==> config.mk <==
export PLATFORM = sky130hd
export DESIGN_NAME = mod_prefix_adder_pipe
export DESIGN_NICKNAME = d
export VERILOG_FILES = /design/src/rtl/mod_adder_pkg.sv /design/src/rtl/prefix_carry_network.sv /design/src/rtl/mod_prefix_adder_pipe.sv
export SDC_FILE = /design/constraint.sdc
export NUM_CORES = 1
export LEC_CHECK = 0
export CAP_MARGIN = 10
export CORE_MARGIN = 2
export CORE_UTILIZATION = 60
export DETAILED_ROUTE_END_ITERATION = 10
export GPL_ROUTABILITY_DRIVEN = 0
export PLACE_DENSITY_LB_ADDON = 0.1
export SLEW_MARGIN = 0
export SYNTH_ARGS = -nofsm -noshare
export SYNTH_HDL_FRONTEND = slang
export SYNTH_HIERARCHICAL = 1
export SYNTH_SLANG_ARGS = --single-unit
==> constraint.sdc <==
create_clock -name clk -period 2.35 [get_ports clk]
set_input_delay 0.5875 -clock clk [delete_from_list [all_inputs] [get_ports clk]]
set_output_delay 0.5875 -clock clk [all_outputs]
set_load 0.03 [all_outputs]
==> src/rtl/mod_adder_pkg.sv <==
// Shared types for the pipelined modular prefix adder: stage-count enum,
// default operand width and the generate/propagate pair with its prefix operator.
package mod_adder_pkg;

    localparam int W_DEFAULT = 7;

    typedef enum logic [1:0] {
        STAGES_1 = 2'd1,
        STAGES_2 = 2'd2,
        STAGES_3 = 2'd3
    } stages_e;

    typedef struct packed {
        logic g;
        logic p;
    } gp_t;

    // Associative prefix operator: hi spans the more significant bits.
    function automatic gp_t gp_combine(input gp_t hi, input gp_t lo);
        gp_t r;
        r.g = hi.g | (hi.p & lo.g);
        r.p = hi.p & lo.p;
        return r;
    endfunction

endpackage

==> src/rtl/prefix_carry_network.sv <==
// Kogge-Stone carry network with two independent lanes (a+b and the carry-save
// form of a+b+K). c[i] / c_k[i] is the group generate of bits i..0.
module prefix_carry_network
    import mod_adder_pkg::*;
#(
    parameter int W = W_DEFAULT
) (
    input  logic [W-1:0] g,
    input  logic [W-1:0] p,
    input  logic [W-1:0] g_k,
    input  logic [W-1:0] p_k,
    output logic [W-1:0] c,
    output logic [W-1:0] c_k
);

    localparam int unsigned LEVELS = $clog2(W);

    function automatic logic [W-1:0] kogge_stone(input logic [W-1:0] g_in,
                                                 input logic [W-1:0] p_in);
        logic [W-1:0] gg;
        logic [W-1:0] pp;
        logic [W-1:0] gn;
        logic [W-1:0] pn;
        gp_t          hi;
        gp_t          lo;
        gp_t          r;
        int unsigned  span;
        gg = g_in;
        pp = p_in;
        for (int unsigned l = 0; l < LEVELS; l++) begin
            span = 32'd1 << l;
            gn   = gg;
            pn   = pp;
            for (int unsigned i = span; i < W; i++) begin
                hi.g  = gg[i];
                hi.p  = pp[i];
                lo.g  = gg[i - span];
                lo.p  = pp[i - span];
                r     = gp_combine(hi, lo);
                gn[i] = r.g;
                pn[i] = r.p;
            end
            gg = gn;
            pp = pn;
        end
        return gg;
    endfunction

    always_comb begin
        c   = kogge_stone(g, p);
        c_k = kogge_stone(g_k, p_k);
    end

endmodule

==> src/rtl/mod_prefix_adder_pipe.sv <==
// Pipelined modular adder s = (a+b) mod (2^W - K) using a dual-lane prefix network.
// Optional feature macro MODADD_WRAP_FLAG_EN adds the registered wrap output.
module mod_prefix_adder_pipe
    import mod_adder_pkg::*;
#(
    parameter int W      = W_DEFAULT,
    parameter int STAGES = 3
) (
    input  logic         clk,
    input  logic         reset,
    input  logic         in_valid,
    output logic         in_ready,
    input  logic [W-1:0] a,
    input  logic [W-1:0] b,
    input  logic         k_load,
    input  logic [W-1:0] k_in,
    output logic         k_ready,
    output logic         out_valid,
    input  logic         out_ready,
    output logic [W-1:0] s
`ifdef MODADD_WRAP_FLAG_EN
    ,
    output logic         wrap
`endif
);

    localparam stages_e STG     = stages_e'(STAGES[1:0]);
    localparam bit      HAS_PRE = (STG == STAGES_3);
    localparam bit      HAS_PFX = (STG != STAGES_1);

    logic [W-1:0] k_q, k_d;
    logic         pre_v_q, pre_v_d, pfx_v_q, pfx_v_d, out_v_q, out_v_d;
    logic [W-1:0] pre_g_q, pre_g_d, pre_p_q, pre_p_d;
    logic [W-1:0] pre_gk_q, pre_gk_d, pre_pk_q, pre_pk_d;
    logic         pre_cvt_q, pre_cvt_d;
    logic [W-1:0] pfx_c_q, pfx_c_d, pfx_ck_q, pfx_ck_d;
    logic [W-1:0] pfx_p_q, pfx_p_d, pfx_pk_q, pfx_pk_d;
    logic         pfx_cvt_q, pfx_cvt_d;
    logic [W-1:0] s_q, s_d;
`ifdef MODADD_WRAP_FLAG_EN
    logic         wrap_q, wrap_d;
`endif

    logic         advance, k_accept, take;
    logic [W-1:0] maj, cvs, sk;
    logic [W-1:0] g0, p0, gk0, pk0;
    logic         cvt0;
    logic [W-1:0] g1, p1, gk1, pk1;
    logic         cvt1, v1;
    logic [W-1:0] c1, ck1;
    logic [W-1:0] c2, ck2, p2, pk2;
    logic         cvt2, v2;
    logic [W-1:0] sum_ab, sum_abk;
    logic         wrap_c;

    always_comb begin
        k_ready  = !(pre_v_q | pfx_v_q | out_v_q);
        k_accept = k_load & k_ready;
        advance  = !out_v_q | out_ready;
        in_ready = advance & !k_accept;
        take     = in_valid & in_ready;
        k_d      = k_accept ? k_in : k_q;

        // Carry-save a+b+K = sk + cvs + cvt0*2^W, then prefix-add sk + cvs.
        maj  = (a & b) | (a & k_q) | (b & k_q);
        cvs  = {maj[W-2:0], 1'b0};
        cvt0 = maj[W-1];
        sk   = a ^ b ^ k_q;
        g0   = a & b;
        p0   = a ^ b;
        gk0  = sk & cvs;
        pk0  = sk ^ cvs;

        pre_g_d   = advance ? g0   : pre_g_q;
        pre_p_d   = advance ? p0   : pre_p_q;
        pre_gk_d  = advance ? gk0  : pre_gk_q;
        pre_pk_d  = advance ? pk0  : pre_pk_q;
        pre_cvt_d = advance ? cvt0 : pre_cvt_q;
        pre_v_d   = HAS_PRE ? (advance ? take : pre_v_q) : 1'b0;

        g1   = HAS_PRE ? pre_g_q   : g0;
        p1   = HAS_PRE ? pre_p_q   : p0;
        gk1  = HAS_PRE ? pre_gk_q  : gk0;
        pk1  = HAS_PRE ? pre_pk_q  : pk0;
        cvt1 = HAS_PRE ? pre_cvt_q : cvt0;
        v1   = HAS_PRE ? pre_v_q   : take;
    end

    prefix_carry_network #(
        .W (W)
    ) u_net (
        .g   (g1),
        .p   (p1),
        .g_k (gk1),
        .p_k (pk1),
        .c   (c1),
        .c_k (ck1)
    );

    always_comb begin
        pfx_c_d   = advance ? c1   : pfx_c_q;
        pfx_ck_d  = advance ? ck1  : pfx_ck_q;
        pfx_p_d   = advance ? p1   : pfx_p_q;
        pfx_pk_d  = advance ? pk1  : pfx_pk_q;
        pfx_cvt_d = advance ? cvt1 : pfx_cvt_q;
        pfx_v_d   = HAS_PFX ? (advance ? v1 : pfx_v_q) : 1'b0;

        c2   = HAS_PFX ? pfx_c_q   : c1;
        ck2  = HAS_PFX ? pfx_ck_q  : ck1;
        p2   = HAS_PFX ? pfx_p_q   : p1;
        pk2  = HAS_PFX ? pfx_pk_q  : pk1;
        cvt2 = HAS_PFX ? pfx_cvt_q : cvt1;
        v2   = HAS_PFX ? pfx_v_q   : v1;

        sum_ab  = p2  ^ {c2[W-2:0], 1'b0};
        sum_abk = pk2 ^ {ck2[W-2:0], 1'b0};
        // A carry out of a+b alone always implies a carry out of a+b+K.
        wrap_c  = cvt2 | ck2[W-1] | c2[W-1];

        out_v_d = advance ? v2 : out_v_q;
        s_d     = advance ? (wrap_c ? sum_abk : sum_ab) : s_q;
`ifdef MODADD_WRAP_FLAG_EN
        wrap_d  = advance ? wrap_c : wrap_q;
`endif
    end

    always_ff @(posedge clk) begin
        if (reset) begin
            k_q       <= '0;
            pre_v_q   <= 1'b0;
            pfx_v_q   <= 1'b0;
            out_v_q   <= 1'b0;
            pre_g_q   <= '0;
            pre_p_q   <= '0;
            pre_gk_q  <= '0;
            pre_pk_q  <= '0;
            pre_cvt_q <= 1'b0;
            pfx_c_q   <= '0;
            pfx_ck_q  <= '0;
            pfx_p_q   <= '0;
            pfx_pk_q  <= '0;
            pfx_cvt_q <= 1'b0;
            s_q       <= '0;
`ifdef MODADD_WRAP_FLAG_EN
            wrap_q    <= 1'b0;
`endif
        end else begin
            k_q       <= k_d;
            pre_v_q   <= pre_v_d;
            pfx_v_q   <= pfx_v_d;
            out_v_q   <= out_v_d;
            pre_g_q   <= pre_g_d;
            pre_p_q   <= pre_p_d;
            pre_gk_q  <= pre_gk_d;
            pre_pk_q  <= pre_pk_d;
            pre_cvt_q <= pre_cvt_d;
            pfx_c_q   <= pfx_c_d;
            pfx_ck_q  <= pfx_ck_d;
            pfx_p_q   <= pfx_p_d;
            pfx_pk_q  <= pfx_pk_d;
            pfx_cvt_q <= pfx_cvt_d;
            s_q       <= s_d;
`ifdef MODADD_WRAP_FLAG_EN
            wrap_q    <= wrap_d;
`endif
        end
    end

    assign out_valid = out_v_q;
    assign s         = s_q;
`ifdef MODADD_WRAP_FLAG_EN
    assign wrap      = wrap_q;
`endif

endmodule
==> flow_results.xml, run 1 <==
<?xml version="1.0" encoding="UTF-8"?>
<metrics>
  <group name="status">
    <metric name="run_status" unit="">finished, final reports clean</metric>
  </group>
  <group name="worst_hold_path">
    <metric name="holdCritPathClass" unit="">reg -&gt; reg</metric>
  </group>
  <group name="detailed_routing">
    <metric name="first_iter_violations" unit="">131</metric>
    <metric name="wl" unit="mm">6.38</metric>
    <metric name="drt_pre_antenna_iters" unit="">4</metric>
    <metric name="dr_total_vias" unit="">2583</metric>
    <metric name="wl_per_cell" unit="um">13.0</metric>
    <metric name="drt_drc_violations_left" unit="">0</metric>
    <metric name="detail_route.vias_per_cell" unit="">5.28</metric>
    <metric name="ant_nets" unit="">0</metric>
  </group>
  <group name="floorplan">
    <metric name="top_level_ports" unit="">36</metric>
    <metric name="die_x" unit="um">77.6</metric>
    <metric name="core_area" unit="sq mm">0.00517</metric>
    <metric name="design.die.area" unit="sq mm">0.00602</metric>
    <metric name="core.rowCount" unit="">26</metric>
    <metric name="die_y" unit="um">77.6</metric>
    <metric name="initial_utilization" unit="%">62.8</metric>
  </group>
  <group name="power">
    <metric name="leakage" unit="nW">1.63</metric>
    <metric name="pwr_density_cell" unit="mW/mm^2">692</metric>
    <metric name="worst_ir_drop_vdd" unit="mV">0.516</metric>
    <metric name="total_power" unit="mW">2.63</metric>
  </group>
  <group name="yosys">
    <metric name="avgSynthCellArea" unit="sq um">8.38</metric>
    <metric name="asyncSetResetFlopFracSynth" unit="%">0</metric>
    <metric name="yosysWarnings" unit="">6</metric>
    <metric name="primary_flip_flop_cell_chosen_by_synthesis_mapping" unit="">sky130_fd_sc_hd__dfxtp_1</metric>
    <metric name="cell_count_after_synthesis" unit="">388</metric>
    <metric name="netlist_area_before_placement" unit="sq mm">0.00325</metric>
    <metric name="ys_types" unit="">28</metric>
    <metric name="synth_seq_cells" unit="">74</metric>
    <metric name="number_of_enable_type_register_cells_in_the_synthesized_netlist" unit="">0</metric>
    <metric name="synth_sequential_area_ratio" unit="%">45.6</metric>
  </group>
  <group name="cts">
    <metric name="h_tree_depth_reported_by_cts" unit="">3</metric>
    <metric name="cts_hold_repair.buffers" unit="">0</metric>
    <metric name="cts_setup_buffers" unit="">0</metric>
    <metric name="clock_path_buffers" unit="">2</metric>
    <metric name="cts_root_buffer" unit="">sky130_fd_sc_hd__clkbuf_8</metric>
    <metric name="cts_tree" unit="">done</metric>
    <metric name="tritoncts.num_buffers" unit="">9</metric>
    <metric name="path_clk_slew" unit="ns">0.07</metric>
    <metric name="clock_latency" unit="ns">0.33</metric>
    <metric name="post_cts_resize_count" unit="">0</metric>
    <metric name="clock_sink_count" unit="">74</metric>
  </group>
  <group name="timing">
    <metric name="final.setup_skew" unit="ns">0.00773</metric>
    <metric name="period_share" unit="%">92.9</metric>
    <metric name="max_slew_margin" unit="%">57.7</metric>
    <metric name="setup_viol" unit="">0</metric>
    <metric name="hold_violations" unit="">0</metric>
    <metric name="final.hold.worst_slack" unit="ns">0.454</metric>
    <metric name="fin_crit" unit="ns">2.18</metric>
    <metric name="tightest_slew" unit="ns">0.634</metric>
    <metric name="setup_tns" unit="ns">0</metric>
    <metric name="clock.fmax" unit="GHz">0.458</metric>
    <metric name="final-max-slew-violation-count" unit="">0</metric>
    <metric name="rsz0062_at_grt" unit="">false</metric>
    <metric name="fin_ws" unit="ns">0.167</metric>
  </group>
  <group name="grt">
    <metric name="global_route_congestion_overflow_total" unit="">0</metric>
    <metric name="grt_util_all_layers" unit="%">22.9</metric>
    <metric name="grt_util_met2" unit="%">35.3</metric>
    <metric name="grt_max_degree" unit="">65</metric>
    <metric name="groute.layer.met3.usage" unit="%">3.84</metric>
    <metric name="grt_antenna_before_repair" unit="">0</metric>
    <metric name="grt_pass1_wl" unit="mm">11.0</metric>
    <metric name="grt-busiest-layer" unit="">met2</metric>
    <metric name="via_count_of_the_first_global_routing_pass" unit="">2441</metric>
    <metric name="met1_usage" unit="%">31.8</metric>
  </group>
  <group name="finish">
    <metric name="layout_commonest_cell" unit="">sky130_fd_sc_hd__nand2_1</metric>
    <metric name="antenna_cells_inserted" unit="">0</metric>
    <metric name="final_layout_size_suffix_gt1_share" unit="%">6.92</metric>
    <metric name="design_area" unit="sq mm">0.00380</metric>
    <metric name="syn2layout_area_growth" unit="%">16.9</metric>
    <metric name="fin_nets" unit="">463</metric>
    <metric name="mostFrequentLayoutCells" unit="">127 x sky130_fd_sc_hd__nand2_1, 74 x sky130_fd_sc_hd__dfxtp_1, 66 x sky130_fd_sc_hd__a21oi_1</metric>
  </group>
  <group name="worst_setup_path">
    <metric name="critPathRequiredTime" unit="ns">1.76</metric>
    <metric name="worstSetupStartpointType" unit="">register</metric>
    <metric name="cp_max_fo" unit="">6</metric>
    <metric name="path_class" unit="">reg -&gt; out</metric>
    <metric name="worst-endpoint-arrival" unit="ns">1.60</metric>
    <metric name="endpoint_kind" unit="">output port</metric>
  </group>
  <group name="job">
    <metric name="maxCapViolations" unit="">0</metric>
  </group>
  <group name="placed_design">
    <metric name="detailedPlacementHpwl" unit="mm">4.36</metric>
    <metric name="place.port_buffers" unit="">35</metric>
    <metric name="dp_slack" unit="ns">0.114</metric>
    <metric name="post_dp_cell_area" unit="sq mm">0.00364</metric>
  </group>
</metrics>
-- through the flow --
step           util (%)  cells
2_1_floorplan         -    389
3_3_place_gp       70.4    476
3_5_place_dp       70.4    476
4_1_cts            73.4    489
5_1_grt            73.4    489
6_report           73.4    489
-- worst max-delay path: stages, from the launching register on --
cell and delay [ns]:
sky130_fd_sc_hd__dfxtp_1 0.37, sky130_fd_sc_hd__nor3_1 0.20, sky130_fd_sc_hd__clkdlybuf4s50_1 0.70
-- worst paths after layout --
path,from,endpoint,slack [ns],cells after the start
max reg2reg,out_valid$_SDFFE_PP0N_,p1[3]$_SDFFE_PP0N_,0.80,4
min reg2reg,pfx_pk_q[0]$_SDFFE_PP0N_,pfx_pk_q[0]$_SDFFE_PP0N_,0.45,2
min,pfx_pk_q[0]$_SDFFE_PP0N_,pfx_pk_q[0]$_SDFFE_PP0N_,0.45,2
max,out_valid$_SDFFE_PP0N_,k_ready,0.17,2
-- per-layer routing --
| layer | wire [um] | vias up |
|---|---|---|
| li1 | - | 1328 |
| met1 | 3100 | 1179 |
| met2 | 2890 | 72 |
| met3 | 343 | 4 |
| met4 | 53 | 0 |
| met5 | 0 | - |
-- report_power, final --
group / internal [mW] / leakage, nW / total [mW] / switching (mW)
Clock: 0.425 / 0.0815 / 0.832 / 0.407
Combinational: 0.182 / 0.937 / 0.382 / 0.200
Sequential: 1.35 / 0.608 / 1.42 / 0.0711
Total: 1.95 / 1.63 / 2.63 / 0.678
-- cells in the mapped netlist (2+ instances only) --
cell                       number  area share [%]
sky130_fd_sc_hd__nor2_1         6            0.69
sky130_fd_sc_hd__nand2b_1       2            0.38
sky130_fd_sc_hd__buf_2          9             1.4
sky130_fd_sc_hd__fa_1           7             4.3
sky130_fd_sc_hd__inv_1          8            0.92
sky130_fd_sc_hd__a31o_1         2            0.54
sky130_fd_sc_hd__a211oi_1       3            0.69
sky130_fd_sc_hd__a21o_1         8             1.8
sky130_fd_sc_hd__xor2_1        12             3.2
sky130_fd_sc_hd__nand3_2        3            0.92
sky130_fd_sc_hd__nand4_1        2            0.38
sky130_fd_sc_hd__o21ai_0        6            0.92
sky130_fd_sc_hd__clkbuf_1      12             1.4
sky130_fd_sc_hd__buf_4          5             1.2
sky130_fd_sc_hd__nand2_1      127              15
sky130_fd_sc_hd__ha_1          13             5.0
sky130_fd_sc_hd__a21oi_1       66              10
sky130_fd_sc_hd__nand3_1        2            0.31
sky130_fd_sc_hd__nand3b_1       6             1.4
sky130_fd_sc_hd__dfxtp_1       74              46
sky130_fd_sc_hd__a21o_2         2            0.54
sky130_fd_sc_hd__mux2i_1        7             2.2
-- cells by family after synthesis --
family | Yosys count | share of synthesized area, %
AO/OA/AOI/OAI | 87 | 14.7
AND/OR/NAND/NOR | 153 | 20.1
flip-flops | 74 | 45.6
other | 1 | 0.115
multiplexers | 7 | 2.16
buffers and inverters | 34 | 4.85
adder cells (fa/ha/maj) | 20 | 9.31
XOR/XNOR | 12 | 3.23
-- layout make-up --
cell class / instances / area, sq um
sequential: 74 / 1480
tap: 70 / 87.6
timing repair buffer: 43 / 415
fill: 408 / 1370
clock buffer: 13 / 159
inverter: 8 / 30.0
multi-input combinational: 281 / 1630
-- sequential cells by signal, summed over array words and instances, names as in the netlist, 6 cells and up --
signal / count
pfx_pk_q: 7
p2: 7
g1: 7
p1: 7
pk1: 7
s: 7
ck2: 7
c2: 7
k_q: 7
gk1: 6
Power figures use the tool's default switching activity.
==> run 2, diff against run 1 <==
- GPL_TIMING_DRIVEN: unset -> 0
==> run 2 against run 1 <==
Effect of this change:
- setup slack lost 0.11 ns
- die area is the same
- clock power grew 47%
- register-to-register slack gained 0.03 ns
- critical path depth grew 3
- critical endpoint is now in_ready
==> flow_results.xml, run 2 (same netlist as run 1, synthesis figures left out) <==
<?xml version="1.0" encoding="UTF-8"?>
<metrics>
  <group name="power">
    <metric name="net-switching-power" unit="uW">751</metric>
    <metric name="netSwitchingFraction" unit="%">24.7</metric>
    <metric name="cellInternalPower" unit="mW">2.30</metric>
    <metric name="combinational_group_share_of_total_power" unit="%">13.3</metric>
    <metric name="seq_power_share" unit="%">46.5</metric>
    <metric name="clkPwrFrac" unit="%">40.2</metric>
    <metric name="leakage" unit="nW">1.72</metric>
    <metric name="worst_ir_drop_vdd" unit="mV">0.471</metric>
    <metric name="pwr_density_cell" unit="mW/mm^2">768</metric>
    <metric name="total_power" unit="mW">3.05</metric>
  </group>
  <group name="cts">
    <metric name="h_tree_depth_reported_by_cts" unit="">3</metric>
    <metric name="tritoncts.num_buffers" unit="">9</metric>
    <metric name="clock_path_buffers" unit="">2</metric>
    <metric name="clock_sink_count" unit="">74</metric>
    <metric name="cts_tree" unit="">done</metric>
    <metric name="cts_root_buffer" unit="">sky130_fd_sc_hd__clkbuf_8</metric>
    <metric name="clock_latency" unit="ns">0.35</metric>
    <metric name="path_clk_slew" unit="ns">0.08</metric>
  </group>
  <group name="timing">
    <metric name="final-max-slew-violation-count" unit="">0</metric>
    <metric name="hold_violations" unit="">0</metric>
    <metric name="clock.fmax" unit="GHz">0.435</metric>
    <metric name="final.hold.worst_slack" unit="ns">0.455</metric>
    <metric name="max_slew_margin" unit="%">60.1</metric>
    <metric name="setup_viol" unit="">0</metric>
    <metric name="final.setup_skew" unit="ns">0.00551</metric>
    <metric name="tightest_slew" unit="ns">0.598</metric>
    <metric name="fin_crit" unit="ns">2.30</metric>
    <metric name="setup_tns" unit="ns">0</metric>
    <metric name="rsz0062_at_grt" unit="">false</metric>
    <metric name="period_share" unit="%">97.7</metric>
  </group>
  <group name="worst_setup_path">
    <metric name="endpoint_kind" unit="">output port</metric>
    <metric name="critical_path.max_stage_delay" unit="ns">0.43</metric>
    <metric name="worst-endpoint-arrival" unit="ns">1.71</metric>
    <metric name="crit_chain" unit="">clkdlybuf4s50_1 &gt; nor2b_2 &gt; buf_6 &gt; nor2_1 &gt; clkdlybuf4s15_2</metric>
    <metric name="cp_max_fo" unit="">10</metric>
    <metric name="worstSetupStartpointType" unit="">primary input</metric>
    <metric name="critPathRequiredTime" unit="ns">1.76</metric>
    <metric name="slowest_stage" unit="">sky130_fd_sc_hd__clkdlybuf4s50_1</metric>
    <metric name="path_class" unit="">in -&gt; out</metric>
  </group>
  <group name="finish">
    <metric name="layout_commonest_cell" unit="">sky130_fd_sc_hd__nand2_1</metric>
    <metric name="mostFrequentLayoutCells" unit="">127 x sky130_fd_sc_hd__nand2_1, 74 x sky130_fd_sc_hd__dfxtp_1, 66 x sky130_fd_sc_hd__a21oi_1</metric>
    <metric name="final_layout_size_suffix_gt1_share" unit="%">8.84</metric>
    <metric name="syn2layout_area_growth" unit="%">22.1</metric>
    <metric name="fin_nets" unit="">482</metric>
    <metric name="antenna_cells_inserted" unit="">0</metric>
  </group>
  <group name="detailed_routing">
    <metric name="drt_drc_violations_left" unit="">0</metric>
    <metric name="wl_per_cell" unit="um">14.6</metric>
    <metric name="first_iter_violations" unit="">202</metric>
    <metric name="dr_total_vias" unit="">2737</metric>
    <metric name="drt_pre_antenna_iters" unit="">4</metric>
    <metric name="wl" unit="mm">7.46</metric>
    <metric name="detail_route.vias_per_cell" unit="">5.36</metric>
    <metric name="ant_nets" unit="">0</metric>
  </group>
  <group name="grt">
    <metric name="global_route_congestion_overflow_total" unit="">0</metric>
    <metric name="grt_pass1_wl" unit="mm">12.2</metric>
    <metric name="grt_antenna_before_repair" unit="">0</metric>
    <metric name="via_count_of_the_first_global_routing_pass" unit="">2655</metric>
    <metric name="grt_util_all_layers" unit="%">26.2</metric>
    <metric name="grt_max_degree" unit="">13</metric>
  </group>
  <group name="job">
    <metric name="maxCapViolations" unit="">0</metric>
  </group>
  <group name="floorplan">
    <metric name="die_y" unit="um">77.6</metric>
    <metric name="design.die.area" unit="sq mm">0.00602</metric>
    <metric name="core.rowCount" unit="">26</metric>
    <metric name="top_level_ports" unit="">36</metric>
    <metric name="core_area" unit="sq mm">0.00517</metric>
    <metric name="die_x" unit="um">77.6</metric>
    <metric name="initial_utilization" unit="%">62.8</metric>
  </group>
  <group name="worst_hold_path">
    <metric name="holdCritPathClass" unit="">reg -&gt; reg</metric>
  </group>
  <group name="status">
    <metric name="run_status" unit="">finished, final reports clean</metric>
  </group>
  <group name="placed_design">
    <metric name="detailedPlacementHpwl" unit="mm">5.26</metric>
    <metric name="place.port_buffers" unit="">35</metric>
  </group>
</metrics>
-- run 2: cell types whose count changed in the layout (fill, tap and decap cells not counted), sizes merged --
cell	previous run	this run
clkbuf	13	23
buf	10	15
bufinv	0	3
clkinv	0	2
clkdlybuf4s15	0	1
clkdlybuf4s50	33	34
-- run 2: power by group through the flow --
stage          sequential [mW]  clock (mW)  combinational, mW
2_1_floorplan             1.44           0              0.232
6_report                  1.42        1.22              0.406
3_5_place_dp              1.44           0              0.392
4_1_cts                   1.42        1.23              0.403
5_1_grt                   1.43        1.28              0.450
3_3_place_gp              1.44           0              0.384
-- run 2: timing repair --
item	in CTS	in global routing
gates resized for setup	5	2
hold buffers	0	0
buffers inserted	1	0
pin swaps	0	0
setup endpoints to repair	1	1
-- run 2: final cells by class --
class | instances | area, sq um
Clock buffer | 11 | 151
Clock inverter | 5 | 100
Sequential cell | 74 | 1480
Multi-Input combinational cell | 281 | 1630
Buffer | 26 | 134
Inverter | 8 | 30.0
Tap cell | 70 | 87.6
Timing Repair Buffer | 36 | 359
Fill cell | 384 | 1200
-- run 2: metrics by stage --
stage,area (sq um),util [%],instances,setup WS [ns]
floorplan,3250,-,389,0.483
global placement,3690,71.4,494,-0.575
detailed placement,3690,71.4,494,-0.612
CTS,3960,76.6,511,0.0427
global route,3970,76.8,511,0.000141
finish,3970,76.8,511,0.0536
-- run 2: path summary, 6_finish.rpt --
check | from | endpoint | slack (ns) | depth (start not counted)
worst max-delay path | out_ready | in_ready | 0.05 | 5
worst min-delay path | cvt2$_SDFFE_PP0N_ | cvt2$_SDFFE_PP0N_ | 0.45 | 2
worst min register to register | cvt2$_SDFFE_PP0N_ | cvt2$_SDFFE_PP0N_ | 0.45 | 2
worst max register to register | out_valid$_SDFFE_PP0N_ | p2[4]$_SDFFE_PP0N_ | 0.83 | 5
-- run 2: worst max-delay path, delay by kind of cell --
family / cells / cell delay [ns]
buffers and inverters: 3 / 0.88
AND/OR/NAND/NOR: 2 / 0.23
-- run 2: metal layers --
metal  GRT usage, %  routed length (um)
met3           5.00                 301
met5              0                   0
met4           10.9                 177
met1           34.5                3430
met2           42.2                3560
